==> src/rtl/bcd_count_7seg.sv <==
// -----------------------------------------------------------------------------
// bcd_count_7seg
//
// Two-digit decimal (00..99) up/down counter stepped by an internal prescaler,
// followed by a registered 7-segment encoder that feeds the two-digit display
// multiplexer.
//
// Parameters:
//   TICK_DIV  clk cycles per count step (>= 2)
//   CBITS     prescaler width, 2**CBITS > TICK_DIV
//
// Ports:
//   clk       in   1   system clock, rising edge
//   rst       in   1   asynchronous active-high reset
//   en        in   1   count enable; prescaler advances only while high
//   up        in   1   direction, 1 = increment, 0 = decrement
//   load      in   1   synchronous load strobe (beats tick and en)
//   load_val  in   8   BCD load value, [7:4] tens, [3:0] ones
//   bcd       out  8   current count in BCD
//   both7seg  out  14  segment patterns, [13:7] tens, [6:0] ones (g..a)
//   wrap      out  1   one-cycle pulse on 99->00 (up) or 00->99 (down)
// -----------------------------------------------------------------------------
module bcd_count_7seg #(
    parameter int TICK_DIV = 20000,
    parameter int CBITS    = 15
) (
    input  logic        clk,
    input  logic        rst,
    input  logic        en,
    input  logic        up,
    input  logic        load,
    input  logic [7:0]  load_val,
    output logic [7:0]  bcd,
    output logic [13:0] both7seg,
    output logic        wrap
);

    localparam logic [CBITS-1:0] CNT_LAST = CBITS'(TICK_DIV - 1);
    localparam logic [CBITS-1:0] CNT_ONE  = CBITS'(1);
    localparam logic [CBITS-1:0] CNT_ZERO = {CBITS{1'b0}};

    // -------------------------------------------------------------------------
    // Helper functions
    // -------------------------------------------------------------------------

    // Active-high segment pattern, bit6 = g ... bit0 = a. Non-decimal codes
    // blank the digit so a corrupted value can never show a bogus glyph.
    function automatic logic [6:0] seg7(input logic [3:0] digit);
        logic [6:0] pattern;
        case (digit)
            4'd0:    pattern = 7'h3F;
            4'd1:    pattern = 7'h06;
            4'd2:    pattern = 7'h5B;
            4'd3:    pattern = 7'h4F;
            4'd4:    pattern = 7'h66;
            4'd5:    pattern = 7'h6D;
            4'd6:    pattern = 7'h7D;
            4'd7:    pattern = 7'h07;
            4'd8:    pattern = 7'h7F;
            4'd9:    pattern = 7'h6F;
            default: pattern = 7'h00;
        endcase
        return pattern;
    endfunction

    // Loaded digits above 9 are forced to 0 so bcd always stays decimal.
    function automatic logic [3:0] sanitize(input logic [3:0] digit);
        logic [3:0] clean;
        if (digit > 4'd9) begin
            clean = 4'd0;
        end else begin
            clean = digit;
        end
        return clean;
    endfunction

    // -------------------------------------------------------------------------
    // State
    // -------------------------------------------------------------------------
    logic [CBITS-1:0] cnt_q;
    logic [CBITS-1:0] cnt_d;
    logic [7:0]       bcd_q;
    logic [7:0]       bcd_d;
    logic [13:0]      seg_q;
    logic [13:0]      seg_d;
    logic             wrap_q;
    logic             wrap_d;

    logic             tick_s;
    logic [3:0]       ones_s;
    logic [3:0]       tens_s;
    logic [3:0]       ones_n_s;
    logic [3:0]       tens_n_s;

    assign ones_s = bcd_q[3:0];
    assign tens_s = bcd_q[7:4];

    // Prescaler: load clears it, en advances it, terminal count is the tick.
    always_comb begin
        cnt_d  = cnt_q;
        tick_s = 1'b0;
        if (load) begin
            cnt_d = CNT_ZERO;
        end else if (en) begin
            if (cnt_q >= CNT_LAST) begin
                // >= also recovers from any out-of-range prescaler value
                cnt_d  = CNT_ZERO;
                tick_s = 1'b1;
            end else begin
                cnt_d = cnt_q + CNT_ONE;
            end
        end else begin
            cnt_d = cnt_q;
        end
    end

    // BCD step: carry/borrow between digits, wrap flagged on the full roll-over.
    always_comb begin
        ones_n_s = ones_s;
        tens_n_s = tens_s;
        wrap_d   = 1'b0;
        if (load) begin
            // Load discards any coincident step and never wraps.
            tens_n_s = sanitize(load_val[7:4]);
            ones_n_s = sanitize(load_val[3:0]);
        end else if (tick_s) begin
            if (up) begin
                if (ones_s >= 4'd9) begin
                    ones_n_s = 4'd0;
                    if (tens_s >= 4'd9) begin
                        tens_n_s = 4'd0;
                        wrap_d   = 1'b1;
                    end else begin
                        tens_n_s = tens_s + 4'd1;
                    end
                end else begin
                    ones_n_s = ones_s + 4'd1;
                end
            end else begin
                if ((ones_s == 4'd0) || (ones_s > 4'd9)) begin
                    ones_n_s = 4'd9;
                    if ((tens_s == 4'd0) || (tens_s > 4'd9)) begin
                        tens_n_s = 4'd9;
                        wrap_d   = 1'b1;
                    end else begin
                        tens_n_s = tens_s - 4'd1;
                    end
                end else begin
                    ones_n_s = ones_s - 4'd1;
                end
            end
        end else begin
            ones_n_s = ones_s;
            tens_n_s = tens_s;
        end
        bcd_d = {tens_n_s, ones_n_s};
    end

    // Encoder input is the registered count, so both7seg trails bcd by a cycle.
    always_comb begin
        seg_d = {seg7(tens_s), seg7(ones_s)};
    end

    // All state registers, cleared asynchronously by rst.
    always_ff @(posedge clk or posedge rst) begin
        if (rst) begin
            cnt_q  <= CNT_ZERO;
            bcd_q  <= 8'h00;
            seg_q  <= 14'h0000;
            wrap_q <= 1'b0;
        end else begin
            cnt_q  <= cnt_d;
            bcd_q  <= bcd_d;
            seg_q  <= seg_d;
            wrap_q <= wrap_d;
        end
    end

    assign bcd      = bcd_q;
    assign both7seg = seg_q;
    assign wrap     = wrap_q;

endmodule
==> config.mk <==
export PLATFORM = sky130hd
export DESIGN_NAME = bcd_count_7seg
export DESIGN_NICKNAME = d
export VERILOG_FILES = /design/src/rtl/bcd_count_7seg.sv
export SDC_FILE = /design/constraint.sdc
export NUM_CORES = 1
export LEC_CHECK = 0
export BUFFER_PORTS_ARGS = -buffer_cell sky130_fd_sc_hd__buf_2
export CAP_MARGIN = 20
export CORE_UTILIZATION = 41
export CTS_CLUSTER_SIZE = 24
export DETAILED_ROUTE_END_ITERATION = 7
export PLACE_DENSITY = 0.69
export REMOVE_ABC_BUFFERS = 1
export SLEW_MARGIN = 20
export SYNTH_ARGS = -nofsm -noshare
export SYNTH_HDL_FRONTEND = slang
export SYNTH_SLANG_ARGS = --single-unit
==> constraint.sdc <==
create_clock -name clk -period 2.09 [get_ports clk]
set_input_delay 0.209 -clock clk [delete_from_list [all_inputs] [get_ports clk]]
set_output_delay 0.209 -clock clk [all_outputs]
set_load 0.03 [all_outputs]
# After elaboration in Yosys (flattened, before gate mapping)
# Memories as Yosys holds them, arrays and structs flattened. A register that Yosys moved wholly into a read port is not among the register bits.
# Index checks and enable logic that the tools add are counted.
classes:
  n_addsub: 5
  n_lt_le_gt_ge: 7
  n_eq_ne: 1
  n_mux: 27
  n_reduce_logical: 8
ops:
  columns: ["cell", "count"]
  rows:
  - ["2-to-1 mux 4 bit", 14]
  - ["2-to-1 mux 15 bit", 3]
  - ["> comparator 4 bit (second input constant)", 4]
  - ["adder 15 x 1 -> 15 bit (second input constant)", 1]
  - ["greater-or-equal comparator 15 bit (second input constant)", 1]
  - ["2-to-1 mux 1 bit", 10]
  - ["adder 4 x 1 -> 4 bit (second input constant)", 2]
  - ["greater-or-equal comparator 4 bit (second input constant)", 2]
  - ["zero test 4 bit", 2]
  - ["subtractor 4 x 1 -> 4 bit (second input constant)", 2]
  - ["nonzero test 2 bit", 2]
  - ["!= test 3 x 1 -> 1 bit (second input constant)", 1]
  - ["AND reduction 3 bit", 1]
  - ["nonzero test 3 bit", 1]
  - ["logical OR 1 bit", 2]
totals:
  reg_bits: 24
  romBits: 224
  input_bits: 13
  output_inout_bits: 23
  wordCells: 54
  mem_count: 2
memory_table:
  columns: ["memory", "depth", "word_bits", "read_ports", "rd_clocked_by_memory_dff", "wr", "line", "text"]
  rows:
  - ["(no name shown)", 16, 7, 1, 1, 0, "50", "case (digit)"]
  - ["(no name shown)", 16, 7, 1, 1, 0, "50", null]

# Logic depth before layout (Yosys ltp)
# Gate-level depths: netlist of the first run.
logic_depth:
  word_depth: 7
  mapped_depth: 8
  depth_no_buf: 7

# Worst setup path after synthesis of the first run
# OpenSTA, ideal clock, no wires.
synth_path:
  kind: "reg2reg"
  startpoint: "register bcd_q[1] (netlist: bcd[1])"
  endpoint: "register bcd_q[5] (netlist: bcd[5])"
  setup_time_ns: 0.125
  arrival_time_ns: 2.289
  setup_slack_ns: -0.324
  path_stages_with_launch: 9
  path_buffers: 1
  period_less_slack_ns: 2.414
  cell_sequence: "dfrtp_1 -> clkbuf_1 -> inv_1 -> ha_1 -> o21bai_1 -> a22oi_4 -> a211oi_2 -> a21boi_4 -> mux2_4"
synth_between:
  elab_chain_len: 4
  word_cells_on_any_way: 7
  cone_classes: "order compare: 2; eq/ne: 1; reduce/logical: 4"
synth_rtl:
  columns: ["element", "line", "text"]
  rows:
  - ["from (decl)", "82", "logic [7:0] bcd_q;"]
  - ["from (signal assigned)", "168", "bcd_q <= 8'h00;"]
  - ["from (signal assigned)", "173", "bcd_q <= bcd_d;"]
  - ["> comparator 4 bit or zero test 4 bit (tied branches)", "140", "if ((ones_s == 4'd0) || (ones_s > 4'd9)) begin"]
  - ["logical OR 1 bit", "140", null]
  - ["nonzero test 3 bit (no line)", null, null]
  - ["AND reduction 3 bit (no line) *", null, null]
# Mark *: on every way between the ends. The rest lies on a longest branch, timed or not.
# A chain may end at the register's enable or synchronous reset.

# Final worst setup path of the first run
layout_path:
  startpoint: "register bcd_q[0] (netlist: bcd[0])"
  endpoint: "register bcd_q[5] (netlist: bcd[5])"
# The elaborated chain is that of the path after synthesis.

==> impl_summary.log, run 1 <==
[metrics] maximum number of pins on one net before global-route repair: 39
[metrics] Clock Latency Late Sink: around 0.28 ns
[metrics] cell types occupying the most area after synthesis: sky130_fd_sc_hd__dfrtp_1 (40%), sky130_fd_sc_hd__ha_1 (9.0%), sky130_fd_sc_hd__nor2_1 (4.1%), sky130_fd_sc_hd__inv_1 (2.9%), sky130_fd_sc_hd__a21oi_1 (2.7%)
[metrics] drt total wl: a little over 5 mm
[metrics] Num CTS Buffers: 5
[metrics] maximum level of the CTS H-tree: 2
[metrics] first-pass GRT wire length: 8.51 mm
[metrics] Chip Width: just under 80 um
[metrics] library cell used as clock root buffer: sky130_fd_sc_hd__clkbuf_8
[metrics] maximum clock frequency: about 500 MHz
[metrics] Setup-failing EPs final: 0
[metrics] number of vias per cell after detailed routing: approximately 5.3
[metrics] mean post-synth cell area: 9.55 um^2
[metrics] crit path cell chain: inv_1 > buf_4 > ha_1 > a22oi_4 > a211oi_2 > a21boi_4 > mux2_4
[metrics] initial core utilization: a little over two fifths
[metrics] clock net sink count: 38
[metrics] EDFF count, synth: 0
[metrics] Comb pwr share: ~53%
[metrics] number of violations reported at the end of detailed-routing iteration 0: ~140
[metrics] clock skew: 0.00666 ns
[metrics] fraction of registers with async set or reset after synthesis: between 90% and 100%
[metrics] Mapped Area: ~2400 um^2
[metrics] die height: around 78 um
[metrics] P&R area growth vs syn: 18.3%
[metrics] worst reg2reg startpoint: bcd[0]$_DFFE_PP0P_
[metrics] fin crit period: just over 2 ns
[metrics] Yosys warnings: 0
[metrics] library cell with the largest summed area after synthesis: sky130_fd_sc_hd__dfrtp_1
[metrics] antenna diode instance count: 0
[metrics] sequential fraction of design power: 29.6%
[metrics] number of remaining DRC errors: 0
[metrics] family with the most delay on the worst path: compound AO/OA/AOI/OAI gates
[metrics] Post-synth top flop: sky130_fd_sc_hd__dfrtp_1
[metrics] total count of max-transition violations in the final report: 0
[metrics] combined global-route utilization of all metal layers: around 18%
[metrics] remaining global-route overflow: 0
[metrics] Worst setup EP type: flip-flop
[metrics] Post-CTS Hold Fix Bufs: 0
[metrics] number of cells in the design after placement: about 360
[metrics] Clock Path Buffers: 2
[metrics] placeable core area: between 5000 and 6000 um^2
[metrics] Cell Rows: 27
[metrics] fraction of layout instances using a drive strength above 1: around a quarter
[metrics] most common cell in the netlist: sky130_fd_sc_hd__dfrtp_1
[metrics] share of total power consumed by net switching: approximately 43%
[metrics] maximum fanout encountered on the critical timing path: 6
[metrics] sort of element at the start of the critical path: flip-flop
[metrics] slowest CP cell: sky130_fd_sc_hd__dfrtp_1
[metrics] TritonRoute pass-1 iters: 4
[metrics] number of I/O port buffers: 35
[metrics] antenna violations before repair: 0
[metrics] average wire length per cell after detail routing: approximately 14 um
[metrics] transition time at the pin with the least slew margin: 0.489 ns
[metrics] tightest slew margin relative to the limit: approximately two thirds
[metrics] TritonCTS clock tree: yes
[metrics] count of buffer and inverter cells on the critical path: 2
[metrics] switching pwr: between 1000 and 1500 uW
[metrics] total half-perimeter wirelength after legalization and detailed placement: approximately 3.6 mm
[metrics] final cell count without fillers: roughly 370
[metrics] final weighted congestion in routability-driven placement: 0.832
[metrics] number of distinct library cells after synthesis: 55
[metrics] clock-pin transition on the worst setup and hold timing paths: 0.07 ns
[metrics] Cell Int Power: ~1900 uW
[metrics] RSZ-0062 raised after global routing: no
[metrics] Total Die Area: ~6100 um^2
[metrics] kind of critical path: reg -> reg
[metrics] WP data arrival: between 2 and 2.5 ns
[metrics] Worst R2R End: bcd[5]$_DFFE_PP0P_
[metrics] io pins: 36
[metrics] number of failing hold endpoints at the final stage: 0
[metrics] flop and latch count out of synthesis: 38
[metrics] result of the run: completed
[metrics] number of cells on the worst reg-to-reg path: 7
[metrics] CP Capture Point: bcd[5]$_DFFE_PP0P_
[metrics] cell leakage power: 0.00128 uW
[metrics] fraction of the yosys area taken by sequential cells: roughly two fifths
[metrics] ranking of synthesized cells by instance count: sky130_fd_sc_hd__dfrtp_1 (38), sky130_fd_sc_hd__nor2_1 (26), sky130_fd_sc_hd__inv_1 (18)
[metrics] Crit path depth: 7
[metrics] Crit path largest cell delay: a little over 0.4 ns
[metrics] final worst path period share: 96.3%
[metrics] class of the worst hold path: in -> async
[metrics] data required time of the worst path: approximately 2.3 ns
[metrics] beginning of the critical path: bcd[0]$_DFFE_PP0P_
[metrics] register-to-register path setup slack: around 0.078 ns
[metrics] net count reported at finish: ~320
[metrics] via count of the routed design: 1,955
[metrics] worst vdd rail ir drop: ~0.00056 V
[metrics] area share of the leading cell type in the synthesized netlist: about two fifths
[metrics] number of max-capacitance violations reported: 0
[metrics] cell count after synthesis: between 200 and 250
[metrics] via count of the first global-routing pass: approximately 1,900
[metrics] Clock power frac: about 18%
[metrics] number of antenna-violating nets in the routed design: 0
[metrics] total chip power: about 3400 uW
[metrics] power per unit of standard cell area: 1210 nW/um^2
## how the worst min path moves through the flow
stage,startpoint,depth (start not counted),endpoint
2_1_floorplan,load,1,cnt_q[1]$_DFFE_PP0P_
3_3_place_gp,rst,3,cnt_q[6]$_DFFE_PP0P_
3_5_place_dp,rst,3,cnt_q[6]$_DFFE_PP0P_
4_1_cts,rst,3,both7seg[1]$_DFF_PP0_
5_1_grt,rst,3,both7seg[0]$_DFF_PP0_
6_report,rst,3,both7seg[0]$_DFF_PP0_
## per-stage QoR
| stage | area, um^2 | setup WS [ns] | hold WS, ns | TNS, ns | util [%] |
|---|---|---|---|---|---|
| 3_5_place_dp | 2680 | 0.0660 | 0.351 | 0 | 48.4 |
| 4_1_cts | 2790 | 0.0550 | 0.0406 | 0 | 50.3 |
| 2_1_floorplan | 2300 | -0.253 | 0.272 | -0.564 | - |
| 5_1_grt | 2800 | 0.00889 | 0.0660 | 0 | 50.6 |
| 6_report | 2800 | 0.0775 | 0.0313 | 0 | 50.6 |
| 3_3_place_gp | 2680 | 0.150 | 0.348 | 0 | 48.4 |
## power by group through the flow
stage          Combinational, uW  Clock [uW]  Sequential (uW)
6_report                    1780         598             1000
5_1_grt                     1950         649             1030
4_1_cts                     1770         620             1010
3_5_place_dp                1760           0             1020
3_3_place_gp                1750           0             1020
2_1_floorplan                755           0             1500
## cells by family after synthesis
| kind of cell | synth area share (%) |
|---|---|
| muxes | 1.90 |
| and+or+nand+nor | 18.1 |
| adders and majority gates | 8.99 |
| xor gates and xnor gates | 5.18 |
| buffers and inverters | 5.55 |
| AOI/OAI and AO/OA | 20.1 |
| DFF | 40.2 |
## routing by layer
metal  GRT usage (%)  vias up  share of wire, %
met5               0        -                 0
met4            6.67        0               1.3
met3            3.41        6               4.1
met2            28.3       48                47
met1            23.5      924                48
li1                -      977                 -
## cell type report
cell class,instances,area (um^2)
clock buffers,7,76.3
flip-flops and latches,38,951
repair buffers,50,288
clock inverters,1,30.0
fillers,523,2740
well taps,72,90.1
inverters,18,67.6
multi-input cells,180,1300
## tightest hold or removal path: cells and delay by family
family / cells / cell delay [ns]
buffers and inverters: 3 / 0.54
## cell usage in the layout, fill, tap and decap left out, types with 5 or more instances in the layout
| master | synthesis | layout |
|---|---|---|
| sky130_fd_sc_hd__dfrtp_1 | 38 | 38 |
| sky130_fd_sc_hd__o22ai_1 | 5 | 5 |
| sky130_fd_sc_hd__inv_1 | 18 | 18 |
| sky130_fd_sc_hd__xor2_1 | 7 | 7 |
| sky130_fd_sc_hd__nand2_1 | 11 | 11 |
| sky130_fd_sc_hd__ha_1 | 17 | 16 |
| sky130_fd_sc_hd__clkbuf_8 | 0 | 5 |
| sky130_fd_sc_hd__buf_2 | 3 | 35 |
| sky130_fd_sc_hd__a21oi_1 | 13 | 13 |
| sky130_fd_sc_hd__xnor2_1 | 7 | 7 |
| sky130_fd_sc_hd__nand2b_1 | 6 | 6 |
| sky130_fd_sc_hd__nand3_1 | 10 | 10 |
| sky130_fd_sc_hd__buf_4 | 2 | 15 |
| sky130_fd_sc_hd__nor4_1 | 5 | 5 |
| sky130_fd_sc_hd__o21ai_0 | 12 | 12 |
| sky130_fd_sc_hd__nor2_1 | 26 | 26 |
## sequential cells by signal (all words and copies together), names as in the netlist
signal	flops
wrap	1
cnt_q	15
both7seg	14
bcd	8
## repair_timing
item,in CTS,in global routing
gates resized for setup,0,3
buffers inserted,0,0
setup endpoints to repair,0,3
Power figures use the tool's default switching activity.
==> run 2, diff against run 1 <==
--- a/config.mk
+++ b/config.mk
@@ -7,10 +7,10 @@
 export LEC_CHECK = 0
 export BUFFER_PORTS_ARGS = -buffer_cell sky130_fd_sc_hd__buf_2
 export CAP_MARGIN = 20
-export CORE_UTILIZATION = 41
+export CORE_UTILIZATION = 51
 export CTS_CLUSTER_SIZE = 24
 export DETAILED_ROUTE_END_ITERATION = 7
-export PLACE_DENSITY = 0.69
+export PLACE_DENSITY = 0.82
 export REMOVE_ABC_BUFFERS = 1
 export SLEW_MARGIN = 20
 export SYNTH_ARGS = -nofsm -noshare
==> run 2 against run 1 <==
Register-to-register slack barely moved. Clock skew rose by 0.0019 ns. Sequential power barely moved. Clock-buffer cell count did not move. First-iteration DRC count rose by 4.3%. Die area fell by 19%. Cell area fell by 1.5%. Maximum frequency rose by 0.28%. Routed wire length fell by 2.6%. Largest cell class unchanged. Largest power group unchanged.
==> impl_summary.log, run 2 (synthesized netlist as in run 1, its figures left out) <==
[metrics] antenna violations before repair: 0 (unchanged)
[metrics] Placed Area: 2660 um^2 (-0.65%)
[metrics] average wire length per cell after detail routing: 14.1 um (+2.7%)
[metrics] clock-pin transition on the worst setup and hold timing paths: 0.08 ns (about the same)
[metrics] die height: 70.1 um (-10%)
[metrics] total chip power: 3320 uW (-2.0%)
[metrics] data required time of the worst path: 2.27 ns (about the same)
[metrics] library cell used as clock root buffer: sky130_fd_sc_hd__clkbuf_8
[metrics] maximum level of the CTS H-tree: 2 (unchanged)
[metrics] fin crit period: 2.01 ns (-0.00567 ns)
[metrics] final worst path period share: 96.0% (-0.27 points)
[metrics] combined global-route utilization of all metal layers: 21.5% (+3.9 points)
[metrics] final weighted congestion in routability-driven placement: 0.957 (+15%)
[metrics] via count of the first global-routing pass: 1,762 (-5.7%)
[metrics] most common library cell in the layout ignoring fill and taps: sky130_fd_sc_hd__dfrtp_1
[metrics] # resized after CTS: 0 (unchanged)
[metrics] worst reg2reg startpoint: bcd[0]$_DFFE_PP0P_
[metrics] number of I/O port buffers: 35 (unchanged)
[metrics] Num CTS Buffers: 5 (unchanged)
[metrics] worst vdd rail ir drop: 0.000669 V (+19%)
[metrics] met3 routing resource usage after global routing: 4.76% (+1.4 points)
[metrics] clock net sink count: 38 (unchanged)
[metrics] number of violations reported at the end of detailed-routing iteration 0: 145 (+4.3%)
[metrics] sort of element at the start of the critical path: flip-flop
[metrics] count of buffer and inverter cells on the critical path: 1 (-1)
[metrics] Finished Core Util: 62.5% (+12 points)
[metrics] largest register by flop count: cnt_q
[metrics] placeable core area: 4410 um^2 (-20%)
[metrics] Crit path largest cell delay: 0.44 ns (+0.03 ns)
[metrics] post-route cell area: 2760 um^2 (-1.5%)
[metrics] TritonRoute pass-1 iters: 5 (+1)
[metrics] flip-flop count of the largest register, all copies and words added: 15 (unchanged)
[metrics] cell leakage power: 0.00128 uW (about the same)
[metrics] result of the run: completed
[metrics] commonest cells after routing, fill and taps aside: sky130_fd_sc_hd__dfrtp_1 (37), sky130_fd_sc_hd__buf_2 (35), sky130_fd_sc_hd__nor2_1 (26), sky130_fd_sc_hd__inv_1 (18)
[metrics] slowest CP cell: sky130_fd_sc_hd__dfrtp_2
[metrics] number of cells on the worst reg-to-reg path: 7 (unchanged)
[metrics] met1 routing resource usage after global routing: 29.4% (+5.9 points)
[metrics] WP data arrival: 2.19 ns (about the same)
[metrics] antenna diode instance count: 0 (unchanged)
[metrics] final cell count without fillers: 347 (-5.2%)
[metrics] crit path cell chain: inv_1 > ha_2 > or3b_4 > a21oi_4 > a211oi_2 > a21boi_4 > mux2_4
[metrics] Total Die Area: 4920 um^2 (-19%)
[metrics] fraction of layout instances using a drive strength above 1: 24.7% (+0.60 points)
[metrics] Worst setup EP type: flip-flop
[metrics] maximum clock frequency: 498 MHz (+0.28%)
[metrics] net count reported at finish: 324 (+0.31%)
[metrics] number of antenna-violating nets in the routed design: 0 (unchanged)
[metrics] Setup-failing EPs final: 0 (unchanged)
[metrics] Filler Cell Count: 362 (-31%)
[metrics] transition time at the pin with the least slew margin: 0.462 ns (-0.0268 ns)
[metrics] Clock Latency Late Sink: 0.29 ns (about the same)
[metrics] class of the worst hold path: in -> async
[metrics] register-to-register path setup slack: 0.08 ns (about the same)
[metrics] number of cells in the design after placement: 339 (-5.3%)
[metrics] first-pass GRT wire length: 8.25 mm (-3.1%)
[metrics] Chip Width: 70.1 um (-10%)
[metrics] initial core utilization: 53.6% (+11 points)
[metrics] remaining global-route overflow: 0 (unchanged)
[metrics] total count of max-transition violations in the final report: 0 (unchanged)
[metrics] clock skew: 0.00859 ns (+0.00193 ns)
[metrics] power per unit of standard cell area: 1200 nW/um^2 (-0.49%)
[metrics] GRT busiest layer: met2
[metrics] tightest slew margin relative to the limit: 69.2% (+1.8 points)
[metrics] family with the most delay on the worst path: flip-flops
[metrics] number of remaining DRC errors: 0 (unchanged)
[metrics] Cell Rows: 24 (-11%)
[metrics] met2 GRT Util: 33.5% (+5.2 points)
[metrics] number of vias per cell after detailed routing: 5.65 (+5.7%)
[metrics] Clock Path Buffers: 2 (unchanged)
[metrics] drt total wl: 4.90 mm (-2.6%)
[metrics] Post-CTS Hold Fix Bufs: 0 (unchanged)
[metrics] maximum fanout encountered on the critical timing path: 6 (unchanged)
[metrics] via count of the routed design: 1,960 (+0.26%)
[metrics] io pins: 36 (unchanged)
[metrics] total half-perimeter wirelength after legalization and detailed placement: 3.70 mm (+1.7%)
[metrics] kind of critical path: reg -> reg
[metrics] P&R area growth vs syn: 16.5%
[metrics] maximum number of pins on one net before global-route repair: 39 (unchanged)
[metrics] Worst R2R End: bcd[5]$_DFFE_PP0P_
[metrics] number of max-capacitance violations reported: 0 (unchanged)
[metrics] setup bufs post-CTS: 0 (unchanged)
[metrics] number of failing hold endpoints at the final stage: 0 (unchanged)
[metrics] RSZ-0062 raised after global routing: no
[metrics] TritonCTS clock tree: yes
## run 2: cell types whose count changed in the layout (fill, tap and decap cells not counted), sizes merged
cell / change
clkinv: +1
buf: +1
bufinv: -1
## run 2: routing by layer
metal | up-vias | wire, um
met2 | 49 | 2310
met1 | 931 | 2350
met5 | - | 0
met4 | 0 | 60
li1 | 973 | -
met3 | 7 | 177
## run 2: metrics by stage
step | hold slack [ns] | setup slack [ns] | TNS, ns
detailed placement | 0.347 | 0.0588 | 0
CTS | 0.0296 | 0.0435 | 0
global route | 0.0567 | 0.00767 | 0
finish | 0.0163 | 0.0832 | 0
floorplan | 0.272 | -0.253 | -0.564
global placement | 0.342 | 0.154 | 0
## run 2: worst max path at each step
| stage | startpoint | end | slack (ns) | cells after the start |
|---|---|---|---|---|
| global placement | bcd[0]$_DFFE_PP0P_ | bcd[5]$_DFFE_PP0P_ | 0.15 | 7 |
| CTS | bcd[0]$_DFFE_PP0P_ | bcd[5]$_DFFE_PP0P_ | 0.04 | 7 |
| finish | bcd[0]$_DFFE_PP0P_ | bcd[5]$_DFFE_PP0P_ | 0.08 | 7 |
| detailed placement | bcd[0]$_DFFE_PP0P_ | bcd[5]$_DFFE_PP0P_ | 0.06 | 7 |
| global route | bcd[4]$_DFFE_PP0P_ | wrap$_DFF_PP0_ | 0.008 | 7 |
| floorplan | bcd[1]$_DFFE_PP0P_ | bcd[5]$_DFFE_PP0P_ | -0.25 | 7 |
## run 2: area by class of cell
cell class | instances | area, um^2 | area share, %
inverter | 18 | 67.6 | 2.45
clock inverter | 1 | 5.00 | 0.181
clock buffer | 7 | 86.3 | 3.13
sequential | 38 | 952 | 34.5
multi-input combinational | 180 | 1290 | 46.7
timing repair buffer | 51 | 295 | 10.7
tap | 52 | 65.1 | 2.36
## run 2: worst min-delay path: cells and delay by family
kind	cells	cell delay [ns]
buf+inv	3	0.53
## run 2: power by group
group,switching (uW),internal (uW)
combinational,1140,642
clock,256,266
sequential,95.7,921
